`src/rtl/cache_line_arbiter.sv`:
```
// cache_line_arbiter: N-channel cache-line requester arbiter in front of a
// single burst memory port. Each line moves as BEATS = LINE_W/BUS_W beats;
// grant selection is fixed-priority or round-robin, chosen by RR_MODE.
module cache_line_arbiter #(
    parameter int NUM_CH  = 2,
    parameter int ADDR_W  = 32,
    parameter int LINE_W  = 256,
    parameter int BUS_W   = 64,
    parameter int RR_MODE = 1
) (
    input  logic                     clk,
    input  logic                     rst,
    input  logic [NUM_CH-1:0]        ch_read,
    input  logic [NUM_CH-1:0]        ch_write,
    input  logic [NUM_CH*ADDR_W-1:0] ch_addr,
    input  logic [NUM_CH*LINE_W-1:0] ch_wdata,
    output logic [LINE_W-1:0]        ch_rdata,
    output logic [NUM_CH-1:0]        ch_resp,
    output logic                     pmem_read,
    output logic                     pmem_write,
    output logic [ADDR_W-1:0]        pmem_addr,
    output logic [BUS_W-1:0]         pmem_wdata,
    input  logic [BUS_W-1:0]         pmem_rdata,
    input  logic                     pmem_resp
);

    localparam int          BEATS  = LINE_W / BUS_W;
    localparam int          BEAT_W = (BEATS > 1) ? $clog2(BEATS) : 1;
    localparam int          CH_W   = (NUM_CH > 1) ? $clog2(NUM_CH) : 1;
    localparam int          OFF_W  = $clog2(LINE_W / 8);
    localparam int unsigned NCH    = NUM_CH;

    localparam logic [ADDR_W-1:0] ADDR_MASK = ~ADDR_W'((64'd1 << OFF_W) - 64'd1);
    localparam logic [BEAT_W-1:0] LAST_BEAT = BEAT_W'(BEATS - 1);
    localparam logic [CH_W-1:0]   LAST_CH   = CH_W'(NUM_CH - 1);

    typedef enum logic [1:0] {
        ST_IDLE,
        ST_BURST_RD,
        ST_BURST_WR,
        ST_DONE
    } state_t;

    state_t                              state_q;
    logic [CH_W-1:0]                     gnt_q;
    logic [CH_W-1:0]                     gnt_d;
    logic [CH_W-1:0]                     ptr_q;
    logic [BEAT_W-1:0]                   beat_q;
    logic [ADDR_W-1:0]                   addr_q;
    logic [BEATS-1:0][BUS_W-1:0]         wline_q;
    logic [BEATS-1:0][BUS_W-1:0]         rline_q;
    logic                                rd_q;
    logic                                wr_q;
    logic [NUM_CH-1:0]                   resp_q;
    logic [NUM_CH-1:0]                   req;
    logic                                any_req;
    logic [NUM_CH-1:0][ADDR_W-1:0]       addr_v;
    logic [NUM_CH-1:0][BEATS-1:0][BUS_W-1:0] wdata_v;

    assign addr_v  = ch_addr;
    assign wdata_v = ch_wdata;

    // Grant selection: first requester scanning upward from ptr (RR) or from 0 (fixed).
    always_comb begin
        logic            found;
        int unsigned     sum;
        logic [CH_W-1:0] cand;
        req     = ch_read | ch_write;
        any_req = |req;
        gnt_d   = '0;
        found   = 1'b0;
        sum     = 0;
        cand    = '0;
        for (int unsigned k = 0; k < NCH; k++) begin
            sum  = (RR_MODE != 0) ? (32'(ptr_q) + k) % NCH : k;
            cand = CH_W'(sum);
            if (!found && req[cand]) begin
                found = 1'b1;
                gnt_d = cand;
            end
        end
    end

    assign pmem_read  = rd_q;
    assign pmem_write = wr_q;
    assign pmem_addr  = addr_q;
    assign pmem_wdata = wline_q[beat_q];
    assign ch_rdata   = rline_q;
    assign ch_resp    = resp_q;

    // Burst FSM: latches the winning request, counts beats, pulses the response.
    always_ff @(posedge clk or posedge rst) begin
        if (rst) begin
            state_q <= ST_IDLE;
            gnt_q   <= '0;
            ptr_q   <= '0;
            beat_q  <= '0;
            addr_q  <= '0;
            wline_q <= '0;
            rline_q <= '0;
            rd_q    <= 1'b0;
            wr_q    <= 1'b0;
            resp_q  <= '0;
        end else begin
            case (state_q)
                ST_IDLE: begin
                    if (any_req) begin
                        gnt_q   <= gnt_d;
                        addr_q  <= addr_v[gnt_d] & ADDR_MASK;
                        wline_q <= wdata_v[gnt_d];
                        beat_q  <= '0;
                        // A channel raising both read and write gets the write.
                        if (ch_write[gnt_d]) begin
                            state_q <= ST_BURST_WR;
                            wr_q    <= 1'b1;
                        end else begin
                            state_q <= ST_BURST_RD;
                            rd_q    <= 1'b1;
                        end
                    end
                end
                ST_BURST_RD, ST_BURST_WR: begin
                    if (pmem_resp) begin
                        if (state_q == ST_BURST_RD) begin
                            rline_q[beat_q] <= pmem_rdata;
                        end
                        beat_q <= beat_q + 1'b1;
                        if (beat_q == LAST_BEAT) begin
                            state_q       <= ST_DONE;
                            rd_q          <= 1'b0;
                            wr_q          <= 1'b0;
                            resp_q[gnt_q] <= 1'b1;
                        end
                    end
                end
                ST_DONE: begin
                    resp_q  <= '0;
                    state_q <= ST_IDLE;
                    if (RR_MODE != 0) begin
                        ptr_q <= (gnt_q == LAST_CH) ? '0 : gnt_q + 1'b1;
                    end
                end
                default: begin
                    state_q <= ST_IDLE;
                end
            endcase
        end
    end

endmodule

```
`config.mk`:
```
export PLATFORM = sky130hd
export DESIGN_NAME = cache_line_arbiter
export DESIGN_NICKNAME = d
export VERILOG_FILES = /design/src/rtl/cache_line_arbiter.sv
export SDC_FILE = /design/constraint.sdc
export NUM_CORES = 1
export LEC_CHECK = 0
export ABC_AREA = 1
export BUFFER_PORTS_ARGS = -buffer_cell sky130_fd_sc_hd__buf_4
export CORE_AREA = 3 3 388 390
export DETAILED_ROUTE_END_ITERATION = 6
export DIE_AREA = 0 0 391 393
export MAX_ROUTING_LAYER = met4
export PLACE_DENSITY_LB_ADDON = 0.1
export SLEW_MARGIN = 20
export SYNTH_ARGS = -nofsm -noshare
export SYNTH_HDL_FRONTEND = slang
export SYNTH_SLANG_ARGS = --single-unit
export TNS_END_PERCENT = 30
```
`constraint.sdc`:
```
create_clock -name clk -period 35.9 [get_ports clk]
set_input_delay 1.795 -clock clk [delete_from_list [all_inputs] [get_ports clk]]
set_output_delay 1.795 -clock clk [all_outputs]
set_load 0.03 [all_outputs]
```
==> results of run 1 <==
[layout make-up]
class / instances / area (µm²)
Antenna cell: 63 / 158
Clock buffer: 111 / 2160
Clock inverter: 18 / 258
Fill cell: 16492 / 112000
Inverter: 82 / 338
Multi-Input combinational cell: 2019 / 9110
Sequential cell: 549 / 13700
Tap cell: 1930 / 2410
Timing Repair Buffer: 1018 / 7650
[state kept, by name (all words and copies together), names as in the netlist]
register,count
ptr_q,1
gnt_q,1
pmem_addr,27
ch_rdata,256
pmem_read,1
wline_q,256
beat_q,2
pmem_write,1
ch_resp,2
state_q,2
[power by group through the flow]
stage,Sequential [mW],Clock [mW],Combinational (mW)
finish,1.08,0.761,1.70
global route,1.12,0.816,1.88
CTS,1.09,0.792,1.76
detailed placement,1.09,0,1.76
global placement,1.09,0,1.76
floorplan,1.29,0,0.792
[tightest hold or removal path: cells and delay by family, from the launching register on]
family	cells	cell delay (ps)
simple gates	1	50
compound gates	1	60
flops	1	340
[per-layer routing]
metal  track usage [%]  part of all wire, %  up-vias
met3              7.49                  9.8      131
met2              27.2                   46      766
li1                  -                    -    11430
met5                 -                    0        -
met4              5.45                  2.4        0
met1              20.3                   42    11361
[stage by stage]
stage                     instances  setup WS [ps]  area [µm²]
after global routing           5787          30160       35800
after detailed placement       5598          30150       33300
after floorplan                2877          18760       24200
after global placement         5598          30170       33300
after CTS                      5727          30210       35700
final                          5790          30560       35800
[synth_stat cells (2+ instances only)]
library cell / instances / area [µm²]
sky130_fd_sc_hd__a21oi_1: 2 / 10.0
sky130_fd_sc_hd__dfrtp_1: 549 / 13700
sky130_fd_sc_hd__inv_2: 3 / 11.3
sky130_fd_sc_hd__buf_1: 9 / 33.8
sky130_fd_sc_hd__nand3_1: 11 / 55.1
sky130_fd_sc_hd__inv_1: 79 / 297
sky130_fd_sc_hd__buf_6: 17 / 191
sky130_fd_sc_hd__ha_1: 7 / 87.6
sky130_fd_sc_hd__o22ai_1: 64 / 400
sky130_fd_sc_hd__buf_2: 104 / 521
sky130_fd_sc_hd__nor2_1: 415 / 1560
sky130_fd_sc_hd__nand2_1: 551 / 2070
sky130_fd_sc_hd__a31oi_1: 2 / 12.5
sky130_fd_sc_hd__clkbuf_1: 86 / 323
sky130_fd_sc_hd__buf_4: 11 / 82.6
sky130_fd_sc_hd__o21ai_1: 372 / 1860
sky130_fd_sc_hd__o21ai_0: 585 / 2930
[path summary, 6_finish.rpt]
| check | depth (start not counted) | slack (ps) | endpoint |
|---|---|---|---|
| min in group asynchronous | 2 | 1200 | ch_rdata[67] |
| max reg2reg | 10 | 31730 | wline_q[27] |
| min | 2 | 480 | ch_rdata[109] |
| max | 5 | 30560 | pmem_wdata[61] |
| min reg2reg | 2 | 480 | ch_rdata[109] |
| max in group asynchronous | 5 | 31970 | wline_q[30] |
[kinds of logic (layout without fill, tap and decap cells)]
logic type                 count (synthesis)  after routing
adders and majority gates                  7              7
AOI/OAI and AO/OA                       1027           1027
DFF                                      549            549
other                                      1             68
and+or+nand+nor                          980            980
buffers and inverters                    309           1229
==> reports/qor.txt, run 1 <==
RUN STATUS
----------------------------------------------------------------------------------------
Run status                                                                  finished, final reports clean

CRITICAL PATH
----------------------------------------------------------------------------------------
Critical path data required time                                                34100 ps
Cell breakdown of the critical path                                         inv_6, buf_4, o21ai_0, o22ai_1, buf_4
Cell type with the highest occurrence count on the critical path            sky130_fd_sc_hd__buf_4
Critical-path cell with the highest stage delay                             sky130_fd_sc_hd__buf_4
Largest fanout on the critical path                                                   78
Max incr delay on CP                                                              690 ps
Setup CP Type                                                                 reg -> out
Arrival time at the worst endpoint                                               3540 ps
Count of buffer and inverter cells on the critical path                                3
Category of cells accounting for the largest share of critical-path delay   buffers and inverters
Nature of the critical path startpoint                                         flip-flop
Setup crit start                                                               beat_q[0]
Start of the worst register-to-register path                                  state_q[0]
Sort of element at the end of the critical path                              output port

FLOORPLANNING
----------------------------------------------------------------------------------------
Die span in x                                                                     391 µm
CORE AREA                                                                     147000 µm²
Number of rows in the core area                                                      141
Initial core utilization                                                           16.4%
Boundary Pins                                                                       1003
Die Y                                                                             393 µm
Overall die area                                                              154000 µm²

PLACED DESIGN
----------------------------------------------------------------------------------------
Routability-driven placement congestion ratio                                      0.768
Hpwl dp                                                                         96700 µm
Number of input and output port buffers inserted                                     987

CLOCKING
----------------------------------------------------------------------------------------
Number of buffers created by CTS                                                      77
Cell at the root of the clock tree                                          sky130_fd_sc_hd__clkbuf_16
Cells resized by post-CTS repair                                                       0
Bufs on Longest Clock Path                                                             3
Clock tree from TritonCTS                                                            yes
Worst-skew pair later-pin latency                                                 670 ps
Sinks on Clock Net                                                                   549
Total number of H-tree levels                                                          3
Number of buffers inserted to repair setup after CTS                                   0
Clock-pin slew on the worst setup and hold paths                                   60 ps
Total of hold buffers inserted after clock tree synthesis                              0

PWR
----------------------------------------------------------------------------------------
Combinational fraction of design power                                             48.1%
Peak ir drop on the vdd network                                                0.0427 mV
Total leakage power                                                              16.9 nW
Internal power                                                                   1.88 mW
Clock share of power                                                               21.4%
Switching component of the power                                                 1.67 mW
Sequential group share of total power                                              30.5%
Switching portion of total power                                                   47.0%
Total power draw                                                                 3.55 mW
Total power divided by cell area                                             99.0 nW/µm²

TIMING
----------------------------------------------------------------------------------------
Clock tree skew after final layout                                               32.1 ps
Hold violation count in the final report                                               0
Minimum hold slack                                                                483 ps
Final min period                                                                 5340 ps
Post-route fraction of the period consumed by the critical path                    14.9%
Setup repair after global routing missed its margin                                false
# setup viols final                                                                    0
Rel. slew slack                                                                    31.4%
Actual slew at the worst max-slew pin                                            1030 ps
Final number of max-transition violations                                              0
Highest Clock Rate                                                             0.187 GHz
Total negative setup slack                                                          0 ps

YOSYS
----------------------------------------------------------------------------------------
Mean instance size in the synthesized netlist                                   8.43 µm²
FFs w/ async S/R, synth                                                             100%
Gate count after technology mapping                                                 2873
Number of flops mapped to enable cells by yosys                                        0
Post-synthesis sequential area ratio                                               56.7%
Top_reg_cell synth                                                          sky130_fd_sc_hd__dfrtp_1
Post-synthesis xor/xnor area fraction                                                 0%
Main combinational cell family by area after synthesis                      compound AO/OA/AOI/OAI gates
Adder-cell area share of the yosys netlist                                        0.361%
Multiplexer area fraction after synthesis                                             0%
Simple-gate portion of the synthesized area                                        15.3%
Compound-cell area share of the yosys netlist                                      21.6%
Flops & latches, synth                                                               549
Number of warnings printed during yosys synthesis                                      0
Unique cell type count in the Yosys netlist                                           23
Netlist Area Pre-Place                                                         24200 µm²

WORST HOLD PATH
----------------------------------------------------------------------------------------
Worst Min Path Start                                                        ch_rdata[109]
Class of the most critical hold timing path                                   reg -> reg

DETAILED ROUTING
----------------------------------------------------------------------------------------
Routed wire per std cell                                                         23.4 µm
Routed wire length                                                             136000 µm
ANT nets after route                                                                   0
Number of vias after detailed routing                                              23688
Drt initial violations                                                              1055
Via-to-Cell Ratio                                                                   4.09
Remaining DRCs                                                                         0
Number of search-and-repair iterations in the first detailed-routing pass              4

GLOBAL ROUTING
----------------------------------------------------------------------------------------
Initial antenna violation count                                                       72
Number of global-route vias before repair                                          24478
Wire length of the first global-routing pass                                   188000 µm
Largest net degree at the start of global routing                                    145
Global-route congestion overflow total                                                 0
Global routing usage summed across all routing layers                              17.5%

LAYOUT
----------------------------------------------------------------------------------------
Final net count                                                                     4401
Fraction of final layout cells sized beyond drive strength 1                       30.0%
Most common library cell in the layout ignoring fill and taps               sky130_fd_sc_hd__buf_4
Commonest non-fill, non-tap cells in the layout                             1017 x sky130_fd_sc_hd__buf_4, 585 x sky130_fd_sc_hd__o21ai_0, 551 x sky130_fd_sc_hd__nand2_1
Share of the core filled with cells                                                24.3%
Area growth from synthesis to layout                                               47.9%

JOB
----------------------------------------------------------------------------------------
Maximum capacitance violations                                                         0

No activity file was read; power rests on OpenSTA's default activity.
==> inputs of run 2 (changes only) <==
--- a/config.mk
+++ b/config.mk
@@ -7,9 +7,9 @@
 export LEC_CHECK = 0
 export ABC_AREA = 1
 export BUFFER_PORTS_ARGS = -buffer_cell sky130_fd_sc_hd__buf_4
-export CORE_AREA = 3 3 388 390
+export CORE_AREA = 3 3 392 394
 export DETAILED_ROUTE_END_ITERATION = 6
-export DIE_AREA = 0 0 391 393
+export DIE_AREA = 0 0 395 397
 export MAX_ROUTING_LAYER = met4
 export PLACE_DENSITY_LB_ADDON = 0.1
 export SLEW_MARGIN = 20
==> constraint.sdc (replaced) <==
create_clock -name clk -period 4.6 [get_ports clk]
set_input_delay 0.23 -clock clk [delete_from_list [all_inputs] [get_ports clk]]
set_output_delay 0.23 -clock clk [all_outputs]
set_load 0.03 [all_outputs]
==> run 2 against run 1 <==
Via count rose by 12%. Design area rose by 19%. Utilization rose by 4.1 points. First-iteration DRC count rose by 29%. Non-clock buffer count rose by 643. Sequential cell count did not move. Highest routed layer unchanged. Global-route usage rose by 0.51 points. Die area rose by 2.1%. Sequential power rose to 7.9 times the previous value. Critical path depth rose by 4. Final cell count rose by 12%. Power rose to 8.8 times the previous value.
==> reports/qor.txt, run 2 (synthesized netlist as in run 1, its figures left out) <==
RUN STATUS
----------------------------------------------------------------------------------------
Run status                                                                  finished, final reports clean

TIMING
----------------------------------------------------------------------------------------
Total negative setup slack                                                          0 ps   unchanged
Minimum hold slack                                                                114 ps   -368 ps
Rel. slew slack                                                                    16.3%   -15 points
# setup viols final                                                                    0   unchanged
Actual slew at the worst max-slew pin                                            1260 ps   +226 ps
Post-route fraction of the period consumed by the critical path                    74.4%
Hold violation count in the final report                                               0   unchanged
Final min period                                                                 3420 ps
Final number of max-transition violations                                              0   unchanged
Highest Clock Rate                                                             0.292 GHz
Setup repair after global routing missed its margin                                false
Worst setup slack after layout                                                   1180 ps   -29380 ps
Clock tree skew after final layout                                               33.9 ps   +1.84 ps

CRITICAL PATH
----------------------------------------------------------------------------------------
Largest fanout on the critical path                                                  108   +38%
Arrival time at the worst endpoint                                               4030 ps   +490 ps
Critical-path cell with the highest stage delay                             sky130_fd_sc_hd__dlygate4sd3_1
Register-to-register setup slack                                                 1180 ps   -30550 ps
Depth of the worst register-to-register path                                           8   -2
Setup crit start                                                             ch_write[0]
Sort of element at the end of the critical path                                flip-flop
Nature of the critical path startpoint                                      primary input
Max incr delay on CP                                                              600 ps   -90 ps
Capture point of the worst reg-to-reg path                                  wline_q[226]
Cell breakdown of the critical path                                         dlygate4sd3_1, buf_4, o21ai_1, nand2_8, inv_8, buf_4, o21ai_0, o21ai_1, dlygate4sd3_1
Critical path data required time                                                 5210 ps   -28890 ps
Critical path endpoint                                                      wline_q[228]
Start of the worst register-to-register path                                       ptr_q
Setup CP Type                                                                  in -> reg

PWR
----------------------------------------------------------------------------------------
Clock share of power                                                               20.7%   -0.7 points
Total leakage power                                                              20.0 nW   +18%
Switching portion of total power                                                   43.5%   -3.5 points
Internal power                                                                   17.7 mW   +840%
Switching component of the power                                                 13.6 mW   +720%
Total power draw                                                                 31.4 mW   +780%
Total power divided by cell area                                              735 nW/µm²   +640%
Combinational fraction of design power                                             52.3%   +4.2 points
Peak ir drop on the vdd network                                                 0.544 mV   +1200%
Sequential group share of total power                                              27.1%   -3.4 points

FLOORPLANNING
----------------------------------------------------------------------------------------
Initial core utilization                                                           16.1%   -0.29 points
Die span in x                                                                     395 µm   +1.0%
CORE AREA                                                                     150000 µm²   +1.8%
Die Y                                                                             397 µm   +1.0%
Boundary Pins                                                                       1003   unchanged
Overall die area                                                              157000 µm²   +2.1%
Number of rows in the core area                                                      142   +0.71%

CLOCKING
----------------------------------------------------------------------------------------
Clock tree from TritonCTS                                                            yes
Worst-skew pair later-pin latency                                                 670 ps   about the same
Sinks on Clock Net                                                                   549   unchanged
Bufs on Longest Clock Path                                                             3   unchanged
Number of buffers created by CTS                                                      78   +1.3%
Cell at the root of the clock tree                                          sky130_fd_sc_hd__clkbuf_16
Clock-pin slew on the worst setup and hold paths                                   60 ps   about the same
Cells resized by post-CTS repair                                                       0   unchanged
Total number of H-tree levels                                                          3   unchanged

PLACED DESIGN
----------------------------------------------------------------------------------------
Placed Instance Area                                                           33500 µm²   +0.85%
Cell count after placement                                                          5693   +1.7%
Number of input and output port buffers inserted                                     987   unchanged
Routability-driven placement congestion ratio                                      0.793   +3.3%
Hpwl dp                                                                        100000 µm   +3.5%
Minimum setup slack after placement                                              1630 ps   -28520 ps

JOB
----------------------------------------------------------------------------------------
Maximum capacitance violations                                                         0   unchanged

LAYOUT
----------------------------------------------------------------------------------------
Commonest non-fill, non-tap cells in the layout                             1017 x sky130_fd_sc_hd__buf_4, 634 x sky130_fd_sc_hd__dlygate4sd3_1, 585 x sky130_fd_sc_hd__o21ai_0
Share of the core filled with cells                                                28.5%   +4.1 points
Area growth from synthesis to layout                                               76.3%
Fraction of final layout cells sized beyond drive strength 1                       26.1%   -3.9 points
Layout Cells excl Fill                                                              6513   +12%
Final net count                                                                     5045   +15%
Most common library cell in the layout ignoring fill and taps               sky130_fd_sc_hd__buf_4
Total non-filler cell area in the finished layout                              42700 µm²   +19%

DETAILED ROUTING
----------------------------------------------------------------------------------------
Routed wire per std cell                                                         21.7 µm   -7.3%
Drt initial violations                                                              1360   +29%
Number of vias after detailed routing                                              26533   +12%
Routed wire length                                                             142000 µm   +4.2%
ANT nets after route                                                                   0   unchanged
Remaining DRCs                                                                         0   unchanged
Via-to-Cell Ratio                                                                   4.07   -0.42%
Number of search-and-repair iterations in the first detailed-routing pass              6   +2

GLOBAL ROUTING
----------------------------------------------------------------------------------------
Largest net degree at the start of global routing                                    171   +18%
Initial antenna violation count                                                       57   -21%
Number of global-route vias before repair                                          27995   +14%
Peak-usage layer in the global routing report                                       met2
Wire length of the first global-routing pass                                   202000 µm   +7.8%
Met1 GRT Util                                                                      22.0%   +1.7 points
Global-route congestion overflow total                                                 0   unchanged
Met2 usage in global routing                                                       29.7%   +2.5 points
Global routing usage summed across all routing layers                              18.0%   +0.51 points
Met3 usage                                                                         4.61%   -2.9 points

WORST HOLD PATH
----------------------------------------------------------------------------------------
Class of the most critical hold timing path                                  in -> async

-- run 2: final cells by class --
cell class              instances  area, µm²
repair buffers               1661      14200
diodes                         47        118
multi-input cells            2019       9110
well taps                    2016       2520
fillers                     16400     107000
clock inverters                24        433
clock buffers                 115       2270
flip-flops and latches        549      13700
inverters                      82        333
-- run 2: worst min path at each step --
| stage | cells past startpoint | slack [ps] | end |
|---|---|---|---|
| final | 3 | 110 | wline_q[246] |
| after global routing | 3 | 90 | wline_q[249] |
| after CTS | 3 | 20 | wline_q[246] |
| after detailed placement | 2 | 240 | wline_q[249] |
| after global placement | 2 | 240 | wline_q[57] |
| after floorplan | 2 | 400 | wline_q[100] |
-- run 2: metal layers --
layer	part of all wire (%)	routed length (µm)	up-vias
met5	0	0	-
met4	1.9	2740	0
met3	6.5	9140	142
met2	48	68300	831
met1	43	61400	12859
li1	-	-	12701
-- run 2: critical path, delay by kind of cell --
kind / cells / cell delay [ps]
buffers and inverters: 5 / 2430
and+or+nand+nor: 1 / 410
AOI/OAI and AO/OA: 3 / 670
-- run 2: what timing repair did --
| action | in CTS | in global routing |
|---|---|---|
| endpoints found under the hold margin | 688 | 0 |
| buffers inserted | 0 | 0 |
| hold buffers | 634 | 0 |
-- run 2: power by group through the flow --
stage / logic [mW] / registers (mW) / clock network [mW]
after floorplan: 6.18 / 10.0 / 0
after global routing: 17.8 / 8.78 / 6.92
final: 16.4 / 8.49 / 6.49
after detailed placement: 13.8 / 8.56 / 0
after global placement: 13.8 / 8.55 / 0
after CTS: 16.7 / 8.52 / 6.77
